### config.mk
export PLATFORM = sky130hd
export DESIGN_NAME = mem_fill_arbiter
export DESIGN_NICKNAME = d
export VERILOG_FILES = /design/src/rtl/mem_fill_arbiter.sv
export SDC_FILE = /design/constraint.sdc
export NUM_CORES = 1
export LEC_CHECK = 0
export CAP_MARGIN = 10
export CORE_AREA = 2 2 73 110
export DETAILED_ROUTE_END_ITERATION = 6
export DIE_AREA = 0 0 75 112
export PLACE_DENSITY = 0.84
export SYNTH_ARGS = -nofsm -noshare
export SYNTH_HDL_FRONTEND = slang
export SYNTH_SLANG_ARGS = --single-unit
### constraint.sdc
create_clock -name clk -period 3 [get_ports clk]
set_input_delay 0.45 -clock clk [delete_from_list [all_inputs] [get_ports clk]]
set_output_delay 0.45 -clock clk [all_outputs]
set_load 0.01 [all_outputs]
### src/rtl/mem_fill_arbiter.sv
// Shared main-memory port sequencer: arbitrates I/D cache block fills and
// D-cache store write-throughs, steering returned words into the owning cache.
module mem_fill_arbiter #(
  parameter int ADDR_W      = 16,
  parameter int DATA_W      = 16,
  parameter int WORDS       = 8,
  parameter int MEM_LATENCY = 4
) (
  input  logic              clk,
  input  logic              rst,
  input  logic              imiss,
  input  logic [ADDR_W-1:0] imiss_addr,
  input  logic              dmiss,
  input  logic [ADDR_W-1:0] dmiss_addr,
  input  logic              dwrite_req,
  input  logic [ADDR_W-1:0] dwrite_addr,
  input  logic [DATA_W-1:0] dwrite_data,
  output logic              mem_en,
  output logic              mem_wr,
  output logic [ADDR_W-1:0] mem_addr,
  output logic [DATA_W-1:0] mem_wdata,
  input  logic              mem_valid,
  input  logic [DATA_W-1:0] mem_rdata,
  output logic              fill_i,
  output logic              fill_d,
  output logic              fill_tag_i,
  output logic              fill_tag_d,
  output logic [ADDR_W-1:0] fill_addr,
  output logic [DATA_W-1:0] fill_data,
  output logic              i_stall,
  output logic              d_stall,
  output logic              busy
);

  localparam int CW = $clog2(WORDS);
  localparam int OB = CW + 1;
  localparam logic [CW:0]   ISSUE_END = (CW+1)'(WORDS);
  localparam logic [CW-1:0] LAST_WORD = CW'(WORDS - 1);

  typedef enum logic [1:0] {IDLE, FILL, WRITE} state_t;
  typedef enum logic {OWN_D, OWN_I} owner_t;

  state_t                state;
  owner_t                owner;
  logic [ADDR_W-OB-1:0]  blk;
  logic [CW:0]           issue_cnt;
  logic [CW-1:0]         rcv_cnt;
  logic [MEM_LATENCY-1:0] rd_pipe;
  logic                  take;
  logic                  last;
  logic                  unused_addr_bits;

  assign unused_addr_bits = ^{imiss_addr[OB-1:0], dmiss_addr[OB-1:0]};

  // Returns are accepted only when a read of ours was issued MEM_LATENCY
  // cycles earlier, so reads left in flight across a reset are dropped.
  assign take = (state == FILL) & mem_valid & rd_pipe[MEM_LATENCY-1];
  assign last = (rcv_cnt == LAST_WORD);

  // mem_en/mem_addr are registered, so the first read is launched from the
  // grant edge and issue_cnt runs one word ahead of the word on the bus.
  always_ff @(posedge clk or posedge rst) begin
    if (rst) begin
      state     <= IDLE;
      owner     <= OWN_D;
      blk       <= '0;
      issue_cnt <= '0;
      rcv_cnt   <= '0;
      rd_pipe   <= '0;
      mem_en    <= 1'b0;
      mem_wr    <= 1'b0;
      mem_addr  <= '0;
      mem_wdata <= '0;
    end else begin
      rd_pipe <= (rd_pipe << 1) | MEM_LATENCY'(mem_en & ~mem_wr);
      case (state)
        IDLE: begin
          mem_en    <= 1'b0;
          mem_wr    <= 1'b0;
          issue_cnt <= '0;
          rcv_cnt   <= '0;
          if (dmiss) begin
            owner     <= OWN_D;
            blk       <= dmiss_addr[ADDR_W-1:OB];
            mem_addr  <= {dmiss_addr[ADDR_W-1:OB], {OB{1'b0}}};
            mem_en    <= 1'b1;
            issue_cnt <= (CW+1)'(1);
            state     <= FILL;
          end else if (dwrite_req) begin
            owner     <= OWN_D;
            mem_addr  <= dwrite_addr;
            mem_wdata <= dwrite_data;
            mem_en    <= 1'b1;
            mem_wr    <= 1'b1;
            state     <= WRITE;
          end else if (imiss) begin
            owner     <= OWN_I;
            blk       <= imiss_addr[ADDR_W-1:OB];
            mem_addr  <= {imiss_addr[ADDR_W-1:OB], {OB{1'b0}}};
            mem_en    <= 1'b1;
            issue_cnt <= (CW+1)'(1);
            state     <= FILL;
          end
        end
        FILL: begin
          if (issue_cnt < ISSUE_END) begin
            mem_en    <= 1'b1;
            mem_addr  <= {blk, issue_cnt[CW-1:0], 1'b0};
            issue_cnt <= issue_cnt + (CW+1)'(1);
          end else begin
            mem_en <= 1'b0;
          end
          if (take) begin
            rcv_cnt <= rcv_cnt + CW'(1);
            if (last) begin
              mem_en <= 1'b0;
              state  <= IDLE;
            end
          end
        end
        WRITE: begin
          mem_en <= 1'b0;
          mem_wr <= 1'b0;
          state  <= IDLE;
        end
        default: state <= IDLE;
      endcase
    end
  end

  assign fill_i     = take & (owner == OWN_I);
  assign fill_d     = take & (owner == OWN_D);
  assign fill_tag_i = fill_i & last;
  assign fill_tag_d = fill_d & last;
  assign fill_addr  = {blk, rcv_cnt, 1'b0};
  assign fill_data  = take ? mem_rdata : '0;
  assign busy       = (state != IDLE);
  assign i_stall    = imiss | ((state == FILL) & (owner == OWN_I));
  assign d_stall    = dmiss | dwrite_req | ((state != IDLE) & (owner == OWN_D));

endmodule

==> results by group <==
Power and ir drop
  • Power per unit of standard cell area: 967 nW/um2
  • Total Power Consumption: 4.85 mW
  • Peak ir drop on the vdd network: 0.661 mV
  • Share of total power in combinational logic: approximately half
  • Share of total power in sequential cells: a little under a third
  • Internal power consumption: roughly 3.2 mW
  • Net load switching power: about 1.7 mW
  • Net switching fraction of the power: 34.9%
  • Leakage power of the design: 2.11 nW
  • Share of total power in the clock network: 20.0%

Placed design
  • Weighted congestion at the end of routability-driven global placement: 0.866
  • Detailed placement HPWL: 6690 um
  • Buffers on Ports: ~150

Floorplanning
  • Initial Utilization: 42.5%
  • Floorplan core area: 7470 um2
  • Number of top-level pins: 159
  • Die Span Y: 112 um
  • Die span in x: between 70 and 80 um
  • Number of placement rows: 39
  • Floorplan die area: 8400 um2

Final layout
  • Count of nets after finishing: approximately 530
  • Final Core Density: 67.2%
  • Antenna Cells: 0
  • Relative area change from synthesis to final layout: 58.2%
  • Fraction of layout instances using a drive strength above 1: 15.7%

Detailed routing
  • Antenna-violating nets left: 0
  • Drt initial violations: 150
  • Routed length per instance: 17.0 um
  • Number of detailed-routing iterations run before antenna repair: 4
  • Total length of routed wires: 9210 um
  • Via count normalized by instance count: 5.38
  • Final routed DRC violation total: 0
  • Via count: 2,911

Synth
  • Synth cell count leaders: dfrtp_1 (60), mux2_2 (40), a31oi_1 (25), nand2_1 (22), and2_1 (18)
  • Most frequent cell after synthesis: dfrtp_1
  • Fraction of the yosys area taken by sequential cells: 47.3%
  • Synthesized netlist net count: 384
  • Proportion of netlist area held by the largest area contributor: 47.3%
  • Synth Flop Type: dfrtp_1
  • Synth top area cells: dfrtp_1 (47%), mux2_2 (14%), a31oi_1 (4.9%)
  • Count of yosys warnings during synthesis: 0
  • Number of enable flip-flop cells after synthesis: 0
  • Synthesized area per cell: between 10 and 15 um2
  • Number of distinct library cells after synthesis: just over 40
  • Cells after synthesis: 291
  • Proportion of register bits with asynchronous set or reset after synthesis: 100%
  • Flops & latches, synth: 60
  • Dominant cell type by area after synthesis: dfrtp_1
  • Mapped Area: 3170 um2

Timing
  • Hold Vio Cnt, Final: 0
  • Clk_skew: 0.00682 ns
  • Maximum achievable frequency: 354 MHz
  • Post-layout minimum cycle time: 2.82 ns
  • Final hold slack: 0.351 ns
  • Unrepaired setup endpoints after global routing: no
  • Final max-slew violation count: 0
  • Slew @ Worst Pin: 0.806 ns
  • # setup viols final: 0
  • Post-route setup TNS: 0 ns
  • Final critical-path share of the clock period: 94.1%
  • Max-slew headroom at the worst pin: a little under half

Global routing
  • Largest net degree at the start of global routing: 33
  • Antenna violations before repair: 0
  • GRT Util Overall: 23.0%
  • Number of global-route vias before repair: 2,982
  • Sum of overflow across all layers after global routing: 0
  • Global-route wire length before repair: 14,500 um

CTS
  • Hold-fix buffers, CTS: 0
  • # Post-CTS Setup Buffers: 0
  • CTS tree: built
  • TritonCTS Sinks: 60
  • Later-pin clock latency in the skew report: 0.33 ns
  • Clock transition time at the flip-flop clock pins of the worst setup and hold paths: roughly 0.05 ns
  • H-tree lvl count: 3
  • Clock Tree Buf Depth: 2
  • TritonCTS Buffers: 9
  • Cts repair resizes: 0
  • CTS Root Buffer Type: clkbuf_16

Worst setup path
  • Maximum fanout along the worst path: 28
  • Required time at the worst-slack endpoint: 2.55 ns
  • Critical path launch point type: flip-flop
  • Crit path kind: reg2out
  • Arrival time worst endpoint: 2.37 ns
  • CP endpoint kind: primary output
  • Worst r2r path cells: 5

Hold path
  • Worst hold path cell count: 0
  • Worst hold-check path type: reg2reg

Run
  • Count of max-cap constraint violations: 0

Outcome
  • Run status: completed
==> worst paths after layout <==
| path | from | endpoint | slack, ns |
|---|---|---|---|
| setup / recovery | state[1] | fill_tag_d | 0.18 |
| hold reg to reg | rd_pipe[0] | rd_pipe[1] | 0.35 |
| min in group asynchronous | rst | mem_wdata[13] | 0.56 |
| setup reg to reg | state[1] | mem_addr[2] | 0.71 |
| hold / removal | rd_pipe[0] | rd_pipe[1] | 0.35 |
| max in group asynchronous | rst | mem_addr[0] | 1.83 |
==> cells in the final DEF, fill, tap and decap left out, types with 2 or more instances in the layout <==
cell type,instances
and2_1,18
o21ai_0,4
nor2b_1,3
dfrtp_1,60
a21o_1,13
clkdlybuf4s50_1,149
buf_4,6
nand3_1,5
o21bai_1,2
clkbuf_8,3
a22o_1,4
and3_1,2
a21oi_1,5
ha_1,7
nor2_1,3
mux2_4,3
a31oi_1,25
clkbuf_16,9
mux2_2,40
inv_1,7
or2_2,2
nand2_1,22
nor3b_1,12
clkbuf_1,3
o22ai_1,13
==> power by group through the flow <==
stage | Combinational (mW) | Clock [mW] | Sequential, mW
after floorplan | 1.19 | 0 | 1.58
after global placement | 2.35 | 0 | 1.45
after detailed placement | 2.40 | 0 | 1.48
after CTS | 2.42 | 0.986 | 1.47
after global routing | 2.59 | 1.02 | 1.52
final | 2.41 | 0.972 | 1.47
==> state kept, by name (all words and copies together) (netlist names) <==
register and flops:
issue_cnt 4, mem_en 1, mem_wdata 16, rcv_cnt 3, blk 12, mem_wr 1
state 2, rd_pipe 4, mem_addr 16, owner 1
==> kinds of logic after synthesis <==
group	synth area share [%]
buffers and inverters	4.77
muxes	15.9
and+or+nand+nor	13.6
DFF	47.3
adders and majority gates	2.76
AOI/OAI and AO/OA	15.5
other	0.118
==> critical path, stage by stage (launching register included) <==
cell	delay [ns]
dfrtp_1	0.39
inv_1	0.11
ha_1	0.17
buf_4	0.30
nand3_1	0.23
nor2_1	0.17
and2_1	0.13
clkdlybuf4s50_1	0.52
==> through the flow <==
| stage | instances | setup slack [ns] | area (um2) |
|---|---|---|---|
| final | 541 | 0.178 | 5020 |
| after global routing | 541 | 0.0172 | 5020 |
| after CTS | 541 | 0.160 | 5020 |
| after detailed placement | 525 | 0.370 | 4740 |
| after global placement | 525 | 0.409 | 4740 |
| after floorplan | 291 | 0.761 | 3170 |
==> per-layer routing <==
layer  up-vias  share of wire [%]  track usage, %
met1      1415                 36            24.8
met3        25                7.6            6.15
met2       132                 53            39.2
met5         -                  0               0
met4         0                3.9            12.4
li1       1339                  -               -
==> layout make-up <==
type	count	area, um2
Clock buffer	15	278
Clock inverter	1	5.00
Fill cell	585	2450
Inverter	8	30.0
Multi-Input combinational cell	199	1520
Sequential cell	60	1500
Tap cell	102	128
Timing Repair Buffer	156	1560
No activity file was read; power rests on OpenSTA's default activity.
==> RTL change 1, RTL diff (same settings) <==
Change the parameter `WORDS` from 8 to 32.
--- a/src/rtl/mem_fill_arbiter.sv
+++ b/src/rtl/mem_fill_arbiter.sv
@@ -3,7 +3,7 @@
 module mem_fill_arbiter #(
   parameter int ADDR_W      = 16,
   parameter int DATA_W      = 16,
-  parameter int WORDS       = 8,
+  parameter int WORDS       = 32,
   parameter int MEM_LATENCY = 4
 ) (
   input  logic              clk,
Function: changed (a bounded check fails within 4 cycles, from zero or initial values and one cycle with rst high).
==> RTL change 1 against the unedited design <==
Global-route usage decreased by 1.1 points; routed wire length decreased by 5.3%; die area unchanged; area after synthesis increased by 2.4%; largest power group unchanged; power decreased by 2.9%; fmax increased by 4.6%; sequential share of layout area increased by 0.81 points; setup slack improved by 0.12 ns; first-iteration DRC count decreased by 6.7%; sequential cell count increased by 2; design area increased by 0.60%.
==> RTL change 1: results (changes against the unedited design) <==
| Metric | Value |
|---|---|
| Slowest-stage cell, CP | clkdlybuf4s50_1 |
| Met1 Wirelength | 3060 µm (-7.1%) |
| Pleak | 2.15 nW (+1.9%) |
| Root buffer cell | clkbuf_16 |
| Switch share | 35.2% (+0.25 points) |
| GRT Overall Usage | 21.8% (-1.1 points) |
| GP Congestion | 0.890 (+2.8%) |
| Max incr delay on CP | 0.53 ns |
| Antenna diodes | 0 (unchanged) |
| Vias in the first global route | 2948 (-1.1%) |
| Reg2reg path depth | 5 (unchanged) |
| DR iter-0 viols | 140 (-6.7%) |
| Sequential area share after synthesis | 47.7% (+0.43 points) |
| Post-Place Cells | 528 (+0.57%) |
| Clk_lat worst skew | 0.33 ns (about the same) |
| Reg-to-reg endpoint | mem_addr[2] |
| Clock slew at reported path FFs | 0.05 ns (about the same) |
| Met2 wire len | 4740 µm (-2.4%) |
| Layout Skew | 0.00620 ns (-0.000615 ns) |
| Worst setup path endpoint | fill_tag_i |
| Most area-consuming cells after synthesis | dfrtp_1, mux2_2, a31oi_1 |
| Worst slew pin tran | 0.796 ns (-0.0102 ns) |
| Netlist cell types | 45 (+9.8%) |
| Post-CTS Resized | 0 (unchanged) |
| Hold Path Class | reg2reg |
| Largest regs | mem_addr x16, mem_wdata x16, blk x10 |
| Post-Layout Cell Count | 544 (+0.55%) |
| Final WL | 8720 µm (-5.3%) |
| Post-CTS Setup Bufs | 0 (unchanged) |
| Yosys warns | 0 (unchanged) |
| Peak fanout along the critical path | 20 (-29%) |
| Maximum clock path buffer count | 2 (unchanged) |
| Dpl hpwl | 6530 µm (-2.5%) |
| Endpoints failing setup | 0 (unchanged) |
| FFs w/ async S/R, synth | 100% (unchanged) |
| IO buf count | 145 (-2.7%) |
| Num CTS Buffers | 9 (unchanged) |
| Status | finished clean |
| Antenna violations before repair | 0 (unchanged) |
| Critical Path AT | 2.25 ns (-0.12 ns) |
| Pin count of the biggest net entering global routing | 63 (+91%) |
| Critical path origin | state[1] |
| Cells after synthesis | 295 (+1.4%) |
| DR top layer | met4 |
| Peak supply drop | 0.643 mV (-2.7%) |
| H-tree Lvls | 3 (unchanged) |
| Met3 WL | 644 µm (-8.0%) |
| Seq pwr share | 31.1% (+0.8 points) |
| Drt via density | 5.27 (-2.1%) |
| R2r setup slk | 0.75 ns (+0.04 ns) |
| TritonRoute pass-1 iters | 4 (unchanged) |
| Mapped Nets | 388 (+1.0%) |
| Top post-synthesis cells by count | dfrtp_1, mux2_2, a31oi_1, nand2_1, and2_1 |
| Top cell family by delay on the critical path | simple AND/OR/NAND/NOR gates |
| Share of cells above drive strength 1 | 16.1% (+0.35 points) |
| First-pass GRT wire length | 14000 µm (-3.4%) |
-- RTL change 1: per-layer routing --
metal  vias up  track usage [%]
li1       1349                -
met1      1366             25.4
met2       129             36.5
met3        21             4.07
met4         0             11.9
met5         -                0
-- RTL change 1: cells by family (layout without fill, tap and decap cells) --
| family | count (synthesis) | count (layout) | share of synthesized area, % |
|---|---|---|---|
| AOI/OAI and AO/OA | 69 | 69 | 14.7 |
| xor gates and xnor gates | 1 | 1 | 0.270 |
| adders and majority gates | 7 | 7 | 2.70 |
| buffers and inverters | 29 | 176 | 4.35 |
| DFF | 62 | 62 | 47.7 |
| muxes | 43 | 43 | 15.4 |
| other | 1 | 1 | 0.115 |
| and+or+nand+nor | 83 | 83 | 14.7 |
-- RTL change 1: area by class of cell --
type | instances | area (µm²)
Sequential cell | 62 | 1550
Fill cell | 576 | 2420
Timing Repair Buffer | 153 | 1510
Inverter | 7 | 26.3
Tap cell | 102 | 128
Multi-Input combinational cell | 204 | 1560
Clock buffer | 9 | 225
Clock inverter | 7 | 50.0
-- RTL change 1: metrics by stage --
| stage | area, µm² | setup slack (ns) | hold slack [ns] |
|---|---|---|---|
| 2_1_floorplan | 3250 | 1.01 | 0.331 |
| 3_3_place_gp | 4770 | 0.356 | 0.335 |
| 3_5_place_dp | 4770 | 0.341 | 0.339 |
| 4_1_cts | 5050 | 0.271 | 0.351 |
| 5_1_grt | 5050 | 0.148 | 0.360 |
| 6_report | 5050 | 0.303 | 0.349 |
-- RTL change 1: worst min-delay path by stage --
stage,start,endpoint,depth (start not counted)
finish,rd_pipe[2],rd_pipe[3],0
global route,rd_pipe[0],rd_pipe[1],0
CTS,rd_pipe[2],rd_pipe[3],0
detailed placement,rd_pipe[2],rd_pipe[3],0
global placement,rd_pipe[2],rd_pipe[3],0
floorplan,rd_pipe[0],rd_pipe[1],0
-- RTL change 1: worst reg2reg max path, cell delays in order (launching register included) --
cell and delay (ns):
dfrtp_1 0.40, inv_1 0.11, ha_1 0.40, or4b_4 0.61, and3_4 0.31, mux2_4 0.31
-- RTL change 1: power by group through the flow --
stage	Combinational (mW)	Sequential (mW)	Clock (mW)
after floorplan	1.18	1.57	0
after global placement	2.26	1.45	0
after detailed placement	2.32	1.47	0
after CTS	2.33	1.46	0.956
after global routing	2.50	1.51	1.00
final	2.31	1.46	0.938
==> RTL change 2, RTL diff (config.mk and constraints unchanged) <==
Made on the original files. Encoding of `state_t`: now one-hot (3 bits for 3 states).
--- a/src/rtl/mem_fill_arbiter.sv
+++ b/src/rtl/mem_fill_arbiter.sv
@@ -37,7 +37,7 @@
   localparam logic [CW:0]   ISSUE_END = (CW+1)'(WORDS);
   localparam logic [CW-1:0] LAST_WORD = CW'(WORDS - 1);
 
-  typedef enum logic [1:0] {IDLE, FILL, WRITE} state_t;
+  typedef enum logic [2:0] {IDLE = 3'b001, FILL = 3'b010, WRITE = 3'b100} state_t;
   typedef enum logic {OWN_D, OWN_I} owner_t;
 
   state_t                state;
Function: no difference found for any inputs over 10 cycles, from zero or initial values and one cycle with rst high; not proved beyond that.
==> RTL change 2 against the unedited design <==
Setup slack improved by 0.029 ns; area after synthesis decreased by 5.3%; die area unchanged; sequential cell count increased by 1; design area decreased by 3.1%; clock skew decreased by 0.0030 ns; routed wire length decreased by 9.5%; utilization decreased by 2.1 points; power decreased by 8.3%.
==> RTL change 2: results (changes against the unedited design) <==
| Metric | Value |
|---|---|
| Critical Path AT | 2.34 ns (-0.03 ns) |
| Pleak | 2.07 nW (-2.2%) |
| Vias in the first global route | 2872 (-3.7%) |
| Mapped Nets | 375 (-2.3%) |
| First-pass GRT wire length | 13600 µm (-5.9%) |
| M3 GR Usage | 5.34% (-0.81 points) |
| Switch share | 33.0% (-1.9 points) |
| Avg Inst Size Synth | 10.5 µm² (-3.7%) |
| P_clk | 1.01 mW (+4%) |
| Peak supply drop | 0.591 mV (-11%) |
| Status | finished clean |
| DR iter-0 viols | 145 (-3.3%) |
| TritonRoute pass-1 iters | 4 (unchanged) |
| Post-Place Cells | 524 (-0.19%) |
| Peak fanout along the critical path | 14 (-50%) |
| Met2 wire len | 4370 µm (-9.9%) |
| Most area-consuming cells after synthesis | dfrtp_1, o21ai_0, a221o_1 |
| GP Congestion | 0.824 (-4.8%) |
| Via count | 2740 (-5.9%) |
| Met2 Track Usage GR | 35.6% (-3.6 points) |
| Reg-to-reg endpoint | mem_addr[4] |
| Dpl hpwl | 6140 µm (-8.3%) |
| Clk pwr share | 22.7% (+2.7 points) |
| R2r startpoint | state[0] |
| Share of cells above drive strength 1 | 10.7% (-5.0 points) |
| Met1 Wirelength | 3230 µm (-2.2%) |
| Critical path origin | state[2] |
| Layout Skew | 0.00378 ns (-0.00304 ns) |
| Top post-synthesis cells by count | dfrtp_1, o21ai_0, nand2_1, nor2_1, and2_1 |
| Worst slew pin tran | 1.06 ns (+0.255 ns) |
| Netlist cell types | 44 (+7.3%) |
| R2r setup slk | 0.76 ns (+0.05 ns) |
| Post-Layout Cell Count | 540 (-0.18%) |
| Wire per inst | 15.4 µm (-9.3%) |
| Worst setup path endpoint | fill_data[5] |
| Seq pwr share | 33.1% (+2.8 points) |
| Sequential area share after synthesis | 50.9% (+3.5 points) |
| Met3 WL | 579 µm (-17%) |
RTL change 2: changes by cell type after synthesis, sizes merged, moves of 12 or more:
| cell | before | now |
|---|---|---|
| a31oi | 25 | 12 |
| nor2 | 3 | 27 |
| o22ai | 13 | 0 |
| mux2 | 43 | 17 |
| o21ai | 4 | 30 |
| a21o | 13 | 1 |
| a221o | 0 | 12 |
RTL change 2: stage by stage:
step           setup WS (ns)  area [µm²]
6_report               0.207        4860
5_1_grt               0.0845        4860
4_1_cts               0.0343        4860
3_5_place_dp          0.0629        4560
3_3_place_gp          0.0828        4560
2_1_floorplan           1.04        3000
RTL change 2: area by class of cell:
type	instances	share of cell area, %
Sequential cell	61	31.4
Timing Repair Buffer	157	31.9
Clock inverter	4	0.978
Tap cell	102	2.63
Multi-Input combinational cell	200	27.7
Clock buffer	12	5.07
Inverter	4	0.309
RTL change 2: how the worst min path moves through the flow:
| stage | from | endpoint | slack, ns | depth (start not counted) |
|---|---|---|---|---|
| 6_report | rd_pipe[0] | rd_pipe[1] | 0.35 | 0 |
| 2_1_floorplan | rd_pipe[0] | rd_pipe[1] | 0.33 | 0 |
| 4_1_cts | rd_pipe[0] | rd_pipe[1] | 0.35 | 0 |
| 3_5_place_dp | rd_pipe[0] | rd_pipe[1] | 0.34 | 0 |
| 5_1_grt | rd_pipe[2] | rd_pipe[3] | 0.35 | 0 |
| 3_3_place_gp | rd_pipe[0] | rd_pipe[1] | 0.33 | 0 |
RTL change 2: kinds of logic after synthesis:
logic type / synth area share (%)
AO/OA/AOI/OAI: 15.7
XOR/XNOR: 0.875
adder cells (fa/ha/maj): 1.25
buffers and inverters: 4.46
flip-flops: 50.9
multiplexers: 11.4
other: 0.125
AND/OR/NAND/NOR: 15.4
